==> config.mk <==
export PLATFORM = sky130hd
export DESIGN_NAME = gb_stencil_conv_flat
export DESIGN_NICKNAME = d
export VERILOG_FILES = /design/src/rtl/gb_stencil_conv_if.sv /design/src/rtl/gb_stencil_conv.sv /design/src/flat_wrapper.sv
export SDC_FILE = /design/constraint.sdc
export NUM_CORES = 1
export LEC_CHECK = 0
export CORE_AREA = 2 2 261 263
export DETAILED_ROUTE_END_ITERATION = 7
export DIE_AREA = 0 0 263 265
export DONT_BUFFER_PORTS = 1
export HOLD_SLACK_MARGIN = 0.05
export MAX_ROUTING_LAYER = met4
export PLACE_DENSITY = 0.68
export SYNTH_ARGS = -nofsm -noshare
export SYNTH_HDL_FRONTEND = slang
export SYNTH_SLANG_ARGS = --single-unit
==> constraint.sdc <==
create_clock -name clk -period 39.5 [get_ports clk]
set_input_delay 7.9 -clock clk [delete_from_list [all_inputs] [get_ports clk]]
set_output_delay 7.9 -clock clk [all_outputs]
set_load 0.02 [all_outputs]
==> src/rtl/gb_stencil_conv_if.sv <==
// Stencil input stream and blurred-pixel output stream of the blur convolution stage.
// The slave side is the convolution block; the master side is its upstream/downstream environment.
interface gb_stencil_conv_if;
    logic [647:0] stencil_TDATA;
    logic         stencil_TVALID;
    logic         stencil_TREADY;
    logic [7:0]   arg_0_TDATA;
    logic         arg_0_TVALID;
    logic         arg_0_TREADY;
    logic         arg_0_TLAST;

    modport slave (
        input  stencil_TDATA, stencil_TVALID, arg_0_TREADY,
        output stencil_TREADY, arg_0_TDATA, arg_0_TVALID, arg_0_TLAST
    );

    modport master (
        output stencil_TDATA, stencil_TVALID, arg_0_TREADY,
        input  stencil_TREADY, arg_0_TDATA, arg_0_TVALID, arg_0_TLAST
    );
endinterface

==> src/rtl/gb_stencil_conv.sv <==
// 9x9 separable binomial blur: one stencil in flight, one kernel row accumulated per cycle,
// rounded 8-bit result presented on an AXI-Stream output with end-of-frame TLAST.
module gb_stencil_conv #(
    parameter int OUT_W = 640,
    parameter int OUT_H = 472
) (
    input  logic             clk,
    input  logic             rst,
    gb_stencil_conv_if.slave io
);
    localparam int CW = (OUT_W > 1) ? $clog2(OUT_W) : 1;
    localparam int RW = (OUT_H > 1) ? $clog2(OUT_H) : 1;

    typedef enum logic [1:0] {IDLE, ACC, OUT} state_t;

    state_t        state;
    logic [3:0]    row;
    logic [23:0]   acc;
    logic [CW-1:0] col_cnt;
    logic [RW-1:0] row_cnt;
    logic [647:0]  stencil_reg;

    logic [71:0]   rows [9];
    logic [71:0]   row_word;
    logic [15:0]   term [9];
    logic [15:0]   rs;
    logic [23:0]   acc_next;
    logic [24:0]   rounded;
    logic [7:0]    pix_out;
    logic          frame_last;

    function automatic logic [7:0] kb(input logic [3:0] i);
        case (i)
            4'd0, 4'd8: kb = 8'd1;
            4'd1, 4'd7: kb = 8'd8;
            4'd2, 4'd6: kb = 8'd28;
            4'd3, 4'd5: kb = 8'd56;
            4'd4:       kb = 8'd70;
            default:    kb = 8'd0;
        endcase
    endfunction

    generate
        for (genvar gi = 0; gi < 9; gi++) begin : g_rows
            assign rows[gi] = stencil_reg[72*gi +: 72];
        end
    endgenerate

    always_comb begin
        row_word = '0;
        if (row <= 4'd8) row_word = rows[row];
    end

    // Horizontal pass of the current row: 9 weighted pixels, max 255*256 fits 16 bits.
    generate
        for (genvar gi = 0; gi < 9; gi++) begin : g_taps
            assign term[gi] = 16'(row_word[8*gi +: 8]) * 16'(kb(4'(gi)));
        end
    endgenerate

    always_comb begin
        rs = '0;
        for (int i = 0; i < 9; i++) rs = rs + term[i];
    end

    assign acc_next   = acc + 24'(kb(row)) * 24'(rs);
    assign rounded    = {1'b0, acc_next} + 25'd32768;
    assign pix_out    = (rounded[24:16] > 9'd255) ? 8'hFF : rounded[23:16];
    assign frame_last = (col_cnt == CW'(OUT_W - 1)) && (row_cnt == RW'(OUT_H - 1));

    // Stencil payload needs no reset; it is only read after a fresh capture.
    always_ff @(posedge clk) begin
        if (state == IDLE && io.stencil_TVALID && io.stencil_TREADY)
            stencil_reg <= io.stencil_TDATA;
    end

    always_ff @(posedge clk or posedge rst) begin
        if (rst) begin
            state             <= IDLE;
            row               <= '0;
            acc               <= '0;
            col_cnt           <= '0;
            row_cnt           <= '0;
            io.stencil_TREADY <= 1'b0;
            io.arg_0_TDATA    <= '0;
            io.arg_0_TVALID   <= 1'b0;
            io.arg_0_TLAST    <= 1'b0;
        end else begin
            case (state)
                IDLE: begin
                    if (io.stencil_TVALID && io.stencil_TREADY) begin
                        io.stencil_TREADY <= 1'b0;
                        acc               <= '0;
                        row               <= '0;
                        state             <= ACC;
                    end else begin
                        io.stencil_TREADY <= 1'b1;
                    end
                end
                ACC: begin
                    acc <= acc_next;
                    row <= row + 4'd1;
                    if (row == 4'd8) begin
                        io.arg_0_TDATA  <= pix_out;
                        io.arg_0_TVALID <= 1'b1;
                        io.arg_0_TLAST  <= frame_last;
                        state           <= OUT;
                    end
                end
                OUT: begin
                    if (io.arg_0_TREADY) begin
                        io.arg_0_TVALID   <= 1'b0;
                        io.arg_0_TLAST    <= 1'b0;
                        io.stencil_TREADY <= 1'b1;
                        state             <= IDLE;
                        if (col_cnt == CW'(OUT_W - 1)) begin
                            col_cnt <= '0;
                            row_cnt <= (row_cnt == RW'(OUT_H - 1)) ? '0 : row_cnt + 1'b1;
                        end else begin
                            col_cnt <= col_cnt + 1'b1;
                        end
                    end
                end
                default: state <= IDLE;
            endcase
        end
    end
endmodule

==> src/flat_wrapper.sv <==
// flat-port wrapper written by rule: the top's interface ports become plain ports
module gb_stencil_conv_flat 
#(
    parameter int OUT_W = 640,
    parameter int OUT_H = 472
)
  (clk, rst, io_stencil_TDATA, io_stencil_TVALID, io_arg_0_TREADY, io_stencil_TREADY, io_arg_0_TDATA, io_arg_0_TVALID, io_arg_0_TLAST);
  gb_stencil_conv_if io_i ();
  input  logic clk;
  input  logic rst;
  input wire logic [$bits(io_i.stencil_TDATA)-1:0] io_stencil_TDATA;
  input wire logic [$bits(io_i.stencil_TVALID)-1:0] io_stencil_TVALID;
  input wire logic [$bits(io_i.arg_0_TREADY)-1:0] io_arg_0_TREADY;
  output wire logic [$bits(io_i.stencil_TREADY)-1:0] io_stencil_TREADY;
  output wire logic [$bits(io_i.arg_0_TDATA)-1:0] io_arg_0_TDATA;
  output wire logic [$bits(io_i.arg_0_TVALID)-1:0] io_arg_0_TVALID;
  output wire logic [$bits(io_i.arg_0_TLAST)-1:0] io_arg_0_TLAST;
  assign io_i.stencil_TDATA = io_stencil_TDATA;
  assign io_i.stencil_TVALID = io_stencil_TVALID;
  assign io_i.arg_0_TREADY = io_arg_0_TREADY;
  assign io_stencil_TREADY = io_i.stencil_TREADY;
  assign io_arg_0_TDATA = io_i.arg_0_TDATA;
  assign io_arg_0_TVALID = io_i.arg_0_TVALID;
  assign io_arg_0_TLAST = io_i.arg_0_TLAST;
  gb_stencil_conv #(.OUT_W(OUT_W), .OUT_H(OUT_H)) u_core (.clk(clk), .rst(rst), .io(io_i));
endmodule
# After elaboration in Yosys (flattened, before gate mapping)
# Memory sizes are Yosys's and may differ from the RTL's.
# Index checks and enable logic that the tools add are counted.
totals:
  out_inout_bits: 11
  romBits: 112
  memories: 1
  register_bits: 708
  word_cells: 80
op_classes:
  n_bitwise: 1
  n_mul: 6
  muxes: 23
  n_reduce_logical: 15
  add_sub_neg: 13
  n_eq_ne: 8
  n_lt_le_gt_ge: 3
mem_list:
  columns: ["memory", "depth", "word_bits", "rd", "rd_clocked_by_memory_dff", "write_ports", "line_no", "rtl"]
  rows:
  - ["(no name shown)", 16, 7, 1, 0, 0, "gb_stencil_conv.sv:33", "case (i)"]
ops:
  columns: ["operator", "n"]
  rows:
  - ["$bmux W72 S4", 1]
  - ["$mux W72", 3]
  - ["$pmux W24 S2", 1]
  - ["$mul A8 B3 Y11 const B", 4]
  - ["$add A16 B13 Y16", 2]
  - ["$add A16 B14 Y16", 2]
  - ["$add A24 B16 Y25 const B", 1]
  - ["$add A24 B24 Y24", 1]
  - ["$mul A8 B16 Y24", 1]
  - ["$mux W24", 1]
  - ["$add A16 B11 Y16", 1]
  - ["$add A16 B15 Y16", 1]
  - ["$add A16 B8 Y16", 1]
  - ["$mul A8 B6 Y14 const B", 1]
  - ["$add A8 B11 Y12", 1]
  - ["$add A10 B1 Y10 const B", 1]
  - ["$eq A10 B10 Y1 const B", 1]
  - ["$mux W10", 1]
  - ["$add A9 B1 Y9 const B", 1]
  - ["$eq A9 B9 Y1 const B", 1]
  - ["$gt A9 B8 Y1 const B", 1]
  - ["$mux W9", 1]
  - ["$reduce_and A3 Y1", 3]
  - ["$mux W8", 1]
  - ["19 further kinds", 36]

# Depth between registers and ports, before layout
# Gate-level depths: netlist (run 1).
logic_depth:
  word_depth: 18
  ltp_mapped: 60
  ltp_nobuf: 52

# Worst setup path after synthesis (run 1)
# OpenSTA, ideal clock, no wires.
synth_timing:
  path_type: "input to register"
  startpoint: "input port io_stencil_TVALID"
  endpoint: "register u_core.acc[16]"
  path_slack_ns: 10.994
  t_arrival_ns: 27.594
  setup_ns: 0.912
  required_ns: 38.588
  path_buffers: 1
  cell_stages: 4
  path_cell_list: "nand2_1 > nor3_1 > clkbuf_1 > o21ai_0"
synth_between:
  elab_chain_len: 3
synth_rtl:
  columns: ["element", "line_no", "rtl"]
  rows:
  - ["from (decl)", "flat_wrapper.sv:12", "input wire logic [$bits(io_i.stencil_TVALID)-1:0] io_stencil_TVALID;"]
  - ["$logic_and A1 B1 Y1", "gb_stencil_conv.sv:91", "if (io.stencil_TVALID && io.stencil_TREADY) begin"]
  - ["$ne A2 B2 Y1 (no source line)", null, null]
  - ["$reduce_and A2 Y1 (no source line)", null, null]
  - ["to (signal assigned)", "gb_stencil_conv.sv:101", "acc <= acc_next;"]
  - ["to (decl)", "gb_stencil_conv.sv:18", "logic [23:0] acc;"]
# Every way passes these cells.
# A chain may end at the register's enable or synchronous reset.

# Final worst setup path (run 1)
layout_timing:
  startpoint: "register u_core.row[1]"
  endpoint: "register u_core.io.arg_0_TDATA[7]"
layout_between:
  elab_chain_len: 18
  word_cells_on_any_way: 27
  classes_between: "add/sub: 10; mul: 6; order compare: 2; eq/ne: 1; mux: 5; bitwise: 1; reduce/logical: 1; memory: 1"
layout_rtl:
  columns: ["element", "line_no", "rtl"]
  rows:
  - ["from (decl)", "gb_stencil_conv.sv:17", "logic [3:0] row;"]
  - ["from (signal assigned)", "gb_stencil_conv.sv:102", "row <= row + 4'd1;"]
  - ["$not A4 Y5 (implied by the code)", "gb_stencil_conv.sv:51", "if (row <= 4'd8) row_word = rows[row];"]
  - ["$bmux W72 S4", "gb_stencil_conv.sv:51", null]
  - ["$mux W72 (implied by the code) (2 in a row)", "gb_stencil_conv.sv:51", null]
  - ["$mux W72", "gb_stencil_conv.sv:51", null]
  - ["$mul A8 B3 Y11 or $add A8 B11 Y12 (tied branches)", "gb_stencil_conv.sv:57, gb_stencil_conv.sv:63", null]
  - ["$add A16 B13 Y16", "gb_stencil_conv.sv:63", "for (int i = 0; i < 9; i++) rs = rs + term[i];"]
  - ["$add A16 B14 Y16", "gb_stencil_conv.sv:63", null]
  - ["$add A16 B15 Y16", "gb_stencil_conv.sv:63", null]
  - ["$add A16 B14 Y16", "gb_stencil_conv.sv:63", null]
  - ["$add A16 B13 Y16", "gb_stencil_conv.sv:63", null]
  - ["$add A16 B11 Y16", "gb_stencil_conv.sv:63", null]
  - ["$add A16 B8 Y16", "gb_stencil_conv.sv:63", null]
  - ["$mul A8 B16 Y24", "gb_stencil_conv.sv:66", "assign acc_next = acc + 24'(kb(row)) * 24'(rs);"]
  - ["$add A24 B24 Y24", "gb_stencil_conv.sv:66", null]
  - ["$add A24 B16 Y25", "gb_stencil_conv.sv:67", "assign rounded = {1'b0, acc_next} + 25'd32768;"]
  - ["$gt A9 B8 Y1", "gb_stencil_conv.sv:68", "assign pix_out = (rounded[24:16] > 9'd255) ? 8'hFF : rounded[23:16];"]
  - ["$mux W8", "gb_stencil_conv.sv:68", null]
  - ["to (signal assigned)", "gb_stencil_conv.sv:104", "io.arg_0_TDATA <= pix_out;"]
  - ["to (decl)", "gb_stencil_conv_if.sv:14", "output stencil_TREADY, arg_0_TDATA, arg_0_TVALID, arg_0_TLAST"]
# Several ways; a longest one is shown, not always the timed one. The select of a mux whose other input is x is not followed.

==> results.py, run 1 <==
metrics = {
    "layout": {
        "largest_reg_flops": 648,
        "finalNetCount": 3380,
        "fin_cells": 3354,
        "drive_gt1_share_pct": 12.43,
        "syn2layout_area_growth_pct": 9.721,
    },
    "critical_path": {
        "cpMostUsedCell": "fa_1",
        "end_kind": "flop",
        "cpMaxStageDelayCell": "dfrtp_4",
        "worstSetupStartpointType": "flop",
        "setup.worst_path.class": "reg -> reg",
        "worstPathArrival_ps": 14820,
        "crit_required_ps": 39980,
        "worst-path-max-fanout": 57,
        "max_stage_delay_ps": 780,
    },
    "floorplan": {
        "io_pins": 663,
        "row_count": 95,
        "die-area_sq_um": 69700,
        "die_x_um": 263,
        "coreArea_sq_um": 66800,
        "start_util_pct": 54.18,
        "die_h_um": 265,
    },
    "clock_tree": {
        "clkTransAtPathRegs_ps": 60,
        "cts_setup_buffers": 0,
        "clk_path_buf_depth": 3,
        "clk_latency_ps": 640,
        "cts_tree": "done",
        "cts_max_level": 3,
        "ctsRootBufferMaster": "clkbuf_16",
        "numClockSinks": 708,
        "cts_resized": 0,
        "cts_made_buffers": 73,
        "hold_buffers": 0,
    },
    "logic_synthesis": {
        "synth_edf_count": 648,
        "ys_ff_latch": 708,
        "ys_seq_area_share_pct": 57.91,
        "yosys_warnings": 0,
        "syn_nets": 3356,
        "syn_area_sq_um": 36190,
        "ys.flop_type": "edfxtp_1",
        "synth_area_leaders": "edfxtp_1 54%, fa_1 10%, mux4_2 9.0%",
        "syn_avg_cell_area_sq_um": 15.32,
        "ys_types": 67,
        "async_flop_share_pct": 8.475,
        "syn_inst": 2362,
        "synth_top_area_cell": "edfxtp_1",
        "yosysTopAreaCellShare_pct": 53.76,
    },
    "hold_path": {
        "min_path_type": "reg -> reg",
    },
    "grt": {
        "grt_first_pass_wirelength_mm": 132.5,
        "overflow": 0,
        "grt_pass1_vias": 20283,
        "grt_start_max_net_pins": 198,
        "grt_usage_pct": 26.98,
        "grt_antenna_before_repair": 40,
    },
    "placement": {
        "dp.final_hpwl_mm": 69.60,
        "dp_cells": 3184,
        "place_congestion": 0.9598,
        "numPortBuffers": 0,
    },
    "route": {
        "wirelength_mm": 90.99,
        "wire_per_inst_um": 27.13,
        "ant_nets": 0,
        "highest_layer": "met4",
        "wl_met1_mm": 34.25,
        "drc": 0,
        "drt_iter0_drc": 1479,
        "dr_wl_met2_mm": 49.34,
        "met3_length_mm": 5.706,
        "num_vias": 19330,
        "viasPerCell": 5.763,
        "firstDrtPassIters": 7,
    },
    "job": {
        "max_cap_violations": 0,
    },
    "timing": {
        "final_hold_viol_count": 0,
        "setup_tns_ps": 0,
        "clock.fmax_mhz": 69.77,
        "setup_viol": 0,
        "slew_violations": 0,
        "worstMarginPinSlew_ps": 1371,
        "clock_skew_ps": 53.47,
        "post-route-min-period_ps": 14330,
        "rsz0062_at_grt": "no",
        "timing.final.crit_share_pct": 36.29,
        "relSlewSlack_pct": 7.610,
        "holdWs_ps": 471.5,
    },
    "run_status": {
        "status": "finished, final reports clean",
    },
}
## per-stage QoR
step / cell area, sq um / utilization, % / worst slack (ps)
detailed placement: 37200 / 55.68 / 25210
finish: 39710 / 59.45 / 25170
global placement: 37200 / 55.68 / 25450
CTS: 39620 / 59.31 / 25130
global route: 39700 / 59.43 / 24190
floorplan: 36190 / - / 10990
## per-layer routing
layer / vias to the layer above / GRT usage (%)
met2: 701 / 47.10
met1: 9896 / 32.05
li1: 8624 / -
met5: - / -
met4: 0 / 7.660
met3: 109 / 5.276
## cell usage after synthesis (all sizes together) (40+ instances only)
master  count
ha        159
nand2     154
o21ai      98
dfrtp      60
clkbuf     46
nor2      103
mux4      144
a21oi      70
mux2i      74
fa        183
edfxtp    648
and2       40
xnor2      49
inv       282
## worst max-delay path, delay by kind of cell (launching register included)
| kind | cells | cell delay (ps) |
|---|---|---|
| adder cells (fa/ha/maj) | 16 | 6720 |
| AO/OA/AOI/OAI | 12 | 2420 |
| flip-flops | 1 | 780 |
| XOR/XNOR | 3 | 860 |
| AND/OR/NAND/NOR | 10 | 2100 |
| buffers and inverters | 6 | 1260 |
## cells in the final DEF, fill, tap and decap left out, types with 22 or more instances in the layout
cell       instances
nand2_1          154
a21oi_1           67
mux2i_1           74
xor2_1            38
buf_4             22
edfxtp_1         648
mux4_2           144
diode_2           36
clkbuf_16         74
inv_1            280
a21o_1            25
dfrtp_1           56
fa_1             183
and2_1            40
nor2_1           103
clkbuf_1          25
ha_1             159
xnor2_1           49
o21ai_0           94
## layout make-up
type,instances,area (sq um)
antenna,36,90.09
clock buffer,99,1946
clock inverter,35,479.2
fill,5131,27090
inverter,282,1059
multi-input combinational,1298,13880
sequential,708,20980
tap,873,1092
timing repair buffer,23,185.2
## cells by family after synthesis
| family | share of synthesized area (%) |
|---|---|
| xor gates and xnor gates | 2.150 |
| buffers and inverters | 3.754 |
| adders and majority gates | 15.65 |
| AOI/OAI and AO/OA | 4.615 |
| muxes | 11.01 |
| DFF | 57.91 |
| and+or+nand+nor | 4.913 |
## path summary, 6_finish.rpt
check	from	to	slack, ps	cells after the start
setup / recovery	u_core.row[1]	u_core.io.arg_0_TDATA[7]	25170	47
hold reg to reg	u_core.col_cnt[6]	u_core.col_cnt[6]	470	1
max in group asynchronous	rst	u_core.row[1]	31420	2
hold / removal	u_core.col_cnt[6]	u_core.col_cnt[6]	470	1
setup reg to reg	u_core.row[1]	u_core.io.arg_0_TDATA[7]	25170	47
min in group asynchronous	rst	u_core.acc[9]	7430	2
Power of run 1 is left out: the tool's default activity adds up to more than one toggle a clock period on the data nets, which glitch-free logic cannot reach.
==> run 2, diff against run 1 <==
--- a/config.mk
+++ b/config.mk
@@ -5,13 +5,14 @@
 export SDC_FILE = /design/constraint.sdc
 export NUM_CORES = 1
 export LEC_CHECK = 0
-export CORE_AREA = 2 2 261 263
+export ABC_AREA = 1
+export CORE_AREA = 2 2 258 260
 export DETAILED_ROUTE_END_ITERATION = 7
-export DIE_AREA = 0 0 263 265
+export DIE_AREA = 0 0 260 262
 export DONT_BUFFER_PORTS = 1
 export HOLD_SLACK_MARGIN = 0.05
 export MAX_ROUTING_LAYER = met4
-export PLACE_DENSITY = 0.68
+export PLACE_DENSITY = 0.72
 export SYNTH_ARGS = -nofsm -noshare
 export SYNTH_HDL_FRONTEND = slang
 export SYNTH_SLANG_ARGS = --single-unit
==> constraint.sdc (replaced) <==
create_clock -name clk -period 15 [get_ports clk]
set_input_delay 3 -clock clk [delete_from_list [all_inputs] [get_ports clk]]
set_output_delay 3 -clock clk [all_outputs]
set_load 0.02 [all_outputs]
==> results.py, run 2 <==
metrics = {
    "floorplan": {
        "start_util_pct": 57.10,
        "die_x_um": 260,
        "die-area_sq_um": 68120,
        "io_pins": 663,
        "die_h_um": 262,
        "row_count": 94,
        "coreArea_sq_um": 65280,
    },
    "clock_tree": {
        "clk_latency_ps": 640,
        "cts_max_level": 3,
        "cts_setup_buffers": 0,
        "cts_made_buffers": 76,
        "clkTransAtPathRegs_ps": 60,
        "clk_path_buf_depth": 3,
        "cts_tree": "done",
        "numClockSinks": 708,
        "cts_resized": 0,
        "hold_buffers": 0,
        "ctsRootBufferMaster": "clkbuf_16",
    },
    "logic_synthesis": {
        "syn_inst": 3278,
        "ys_types": 51,
        "async_flop_share_pct": 8.475,
        "ys_ff_latch": 708,
        "synth_area_leaders": "edfxtp_1 52%, fa_1 9.8%, ha_1 5.3%",
        "syn_area_sq_um": 37270,
        "yosysMostFrequentCell": "edfxtp_1",
        "ys.flop_type": "edfxtp_1",
        "yosys_warnings": 0,
        "ys_seq_area_share_pct": 56.24,
        "synth_commonest_cells": "648 x edfxtp_1, 487 x inv_1, 425 x nor2_1, 379 x o21ai_0, 232 x nand2_1",
        "synth_edf_count": 648,
        "syn_nets": 4272,
        "synth_top_area_cell": "edfxtp_1",
        "syn_avg_cell_area_sq_um": 11.37,
        "yosysTopAreaCellShare_pct": 52.21,
    },
    "placement": {
        "dp_cells": 4032,
        "numPortBuffers": 0,
        "dp.final_hpwl_mm": 77.28,
        "place_area_sq_um": 38040,
        "place_congestion": 0.9549,
        "place_ws_ps": 1817,
    },
    "hold_path": {
        "hold_end": "u_core.col_cnt[8]",
        "hold_depth": 1,
        "min_path_type": "reg -> reg",
        "hp-start": "u_core.col_cnt[8]",
    },
    "grt": {
        "grt_antenna_before_repair": 63,
        "overflow": 0,
        "grt_start_max_net_pins": 177,
        "grt_usage_pct": 31.78,
        "grt_first_pass_wirelength_mm": 154.6,
        "grt_pass1_vias": 25074,
    },
    "timing": {
        "clock.fmax_mhz": 76.19,
        "relSlewSlack_pct": 18.98,
        "setup_ws_ps": 1874,
        "worstMarginPinSlew_ps": 1215,
        "post-route-min-period_ps": 13130,
        "timing.final.crit_share_pct": 87.51,
        "setup_tns_ps": 0,
        "final_hold_viol_count": 0,
        "rsz0062_at_grt": "no",
        "setup_viol": 0,
        "slew_violations": 0,
        "clock_skew_ps": 47.30,
    },
    "critical_path": {
        "crit_required_ps": 15510,
        "r2r_slack_ps": 1870,
        "cpMaxStageDelayCell": "o22ai_1",
        "worst-path-max-fanout": 127,
        "worstPathArrival_ps": 13640,
        "setup.worst_path.class": "reg -> reg",
        "timing.rr.start": "u_core.row[0]",
        "reg2reg_depth": 54,
        "end_kind": "flop",
        "worstSetupStartpointType": "flop",
        "r2r_end": "u_core.io.arg_0_TDATA[5]",
        "max_stage_delay_ps": 770,
    },
    "layout": {
        "nFillCells": 5127,
        "syn2layout_area_growth_pct": 9.020,
        "final_common_cell": "edfxtp_1",
        "fin_cells": 4235,
        "finalInstanceArea_sq_um": 40630,
        "finalNetCount": 4240,
        "drive_gt1_share_pct": 5.961,
        "layout_common_cells": "648 x edfxtp_1, 482 x inv_1, 424 x nor2_1",
        "largest_reg_flops": 648,
    },
    "route": {
        "drt_iter0_drc": 2501,
        "wirelength_mm": 106.0,
        "drc": 0,
        "num_vias": 24968,
        "ant_nets": 0,
        "wire_per_inst_um": 25.03,
        "firstDrtPassIters": 7,
        "viasPerCell": 5.896,
    },
    "job": {
        "max_cap_violations": 0,
    },
    "run_status": {
        "status": "finished, final reports clean",
    },
}
[run 2: cell families after synthesis]
family,count (synthesis),share of synthesized area (%)
simple gates,817,9.312
compound gates,714,11.25
flops,708,56.24
buf+inv,635,6.583
fa+ha+maj,342,15.17
xor+xnor,62,1.457
[run 2: how the worst max path moves through the flow]
stage,start,to,slack [ps]
after floorplan,io_stencil_TVALID,u_core.acc[21],470
after global placement,u_core.row[0],u_core.io.arg_0_TDATA[1],2010
after detailed placement,u_core.row[0],u_core.io.arg_0_TDATA[1],1820
after CTS,u_core.row[0],u_core.io.arg_0_TDATA[5],1770
after global routing,u_core.row[0],u_core.io.arg_0_TDATA[5],760
final,u_core.row[0],u_core.io.arg_0_TDATA[5],1870
[run 2: final cells by class]
class	instances	area [sq um]	area share [%]
inverters	495	1871	4.603
diodes	66	165.2	0.4065
clock inverters	42	439.2	1.081
flip-flops and latches	708	20970	51.60
repair buffers	30	250.2	0.6158
clock buffers	95	1993	4.905
well taps	864	1081	2.660
multi-input cells	1935	13870	34.12
[run 2: worst max-delay path: cells and delay by family (launching register included)]
kind,cells,cell delay [ps]
DFF,1,570
and+or+nand+nor,18,2330
buffers and inverters,10,1130
AOI/OAI and AO/OA,8,2000
xor gates and xnor gates,2,500
adders and majority gates,16,6490
[run 2: metrics by stage]
step                      hold WS [ps]  util (%)
after floorplan                  441.6         -
after global placement           460.4     58.27
after detailed placement         461.8     58.27
after CTS                        473.3     62.00
after global routing             492.7     62.21
final                            473.9     62.25
[run 2: routing by layer]
metal	vias up	global-route usage (%)	share of wire, %
met5	-	-	0
met4	0	12.60	3.2
met3	203	6.202	7.5
met2	1136	53.05	52
met1	12350	38.23	37
li1	11279	-	-
Power of run 2 is left out for the same reason.
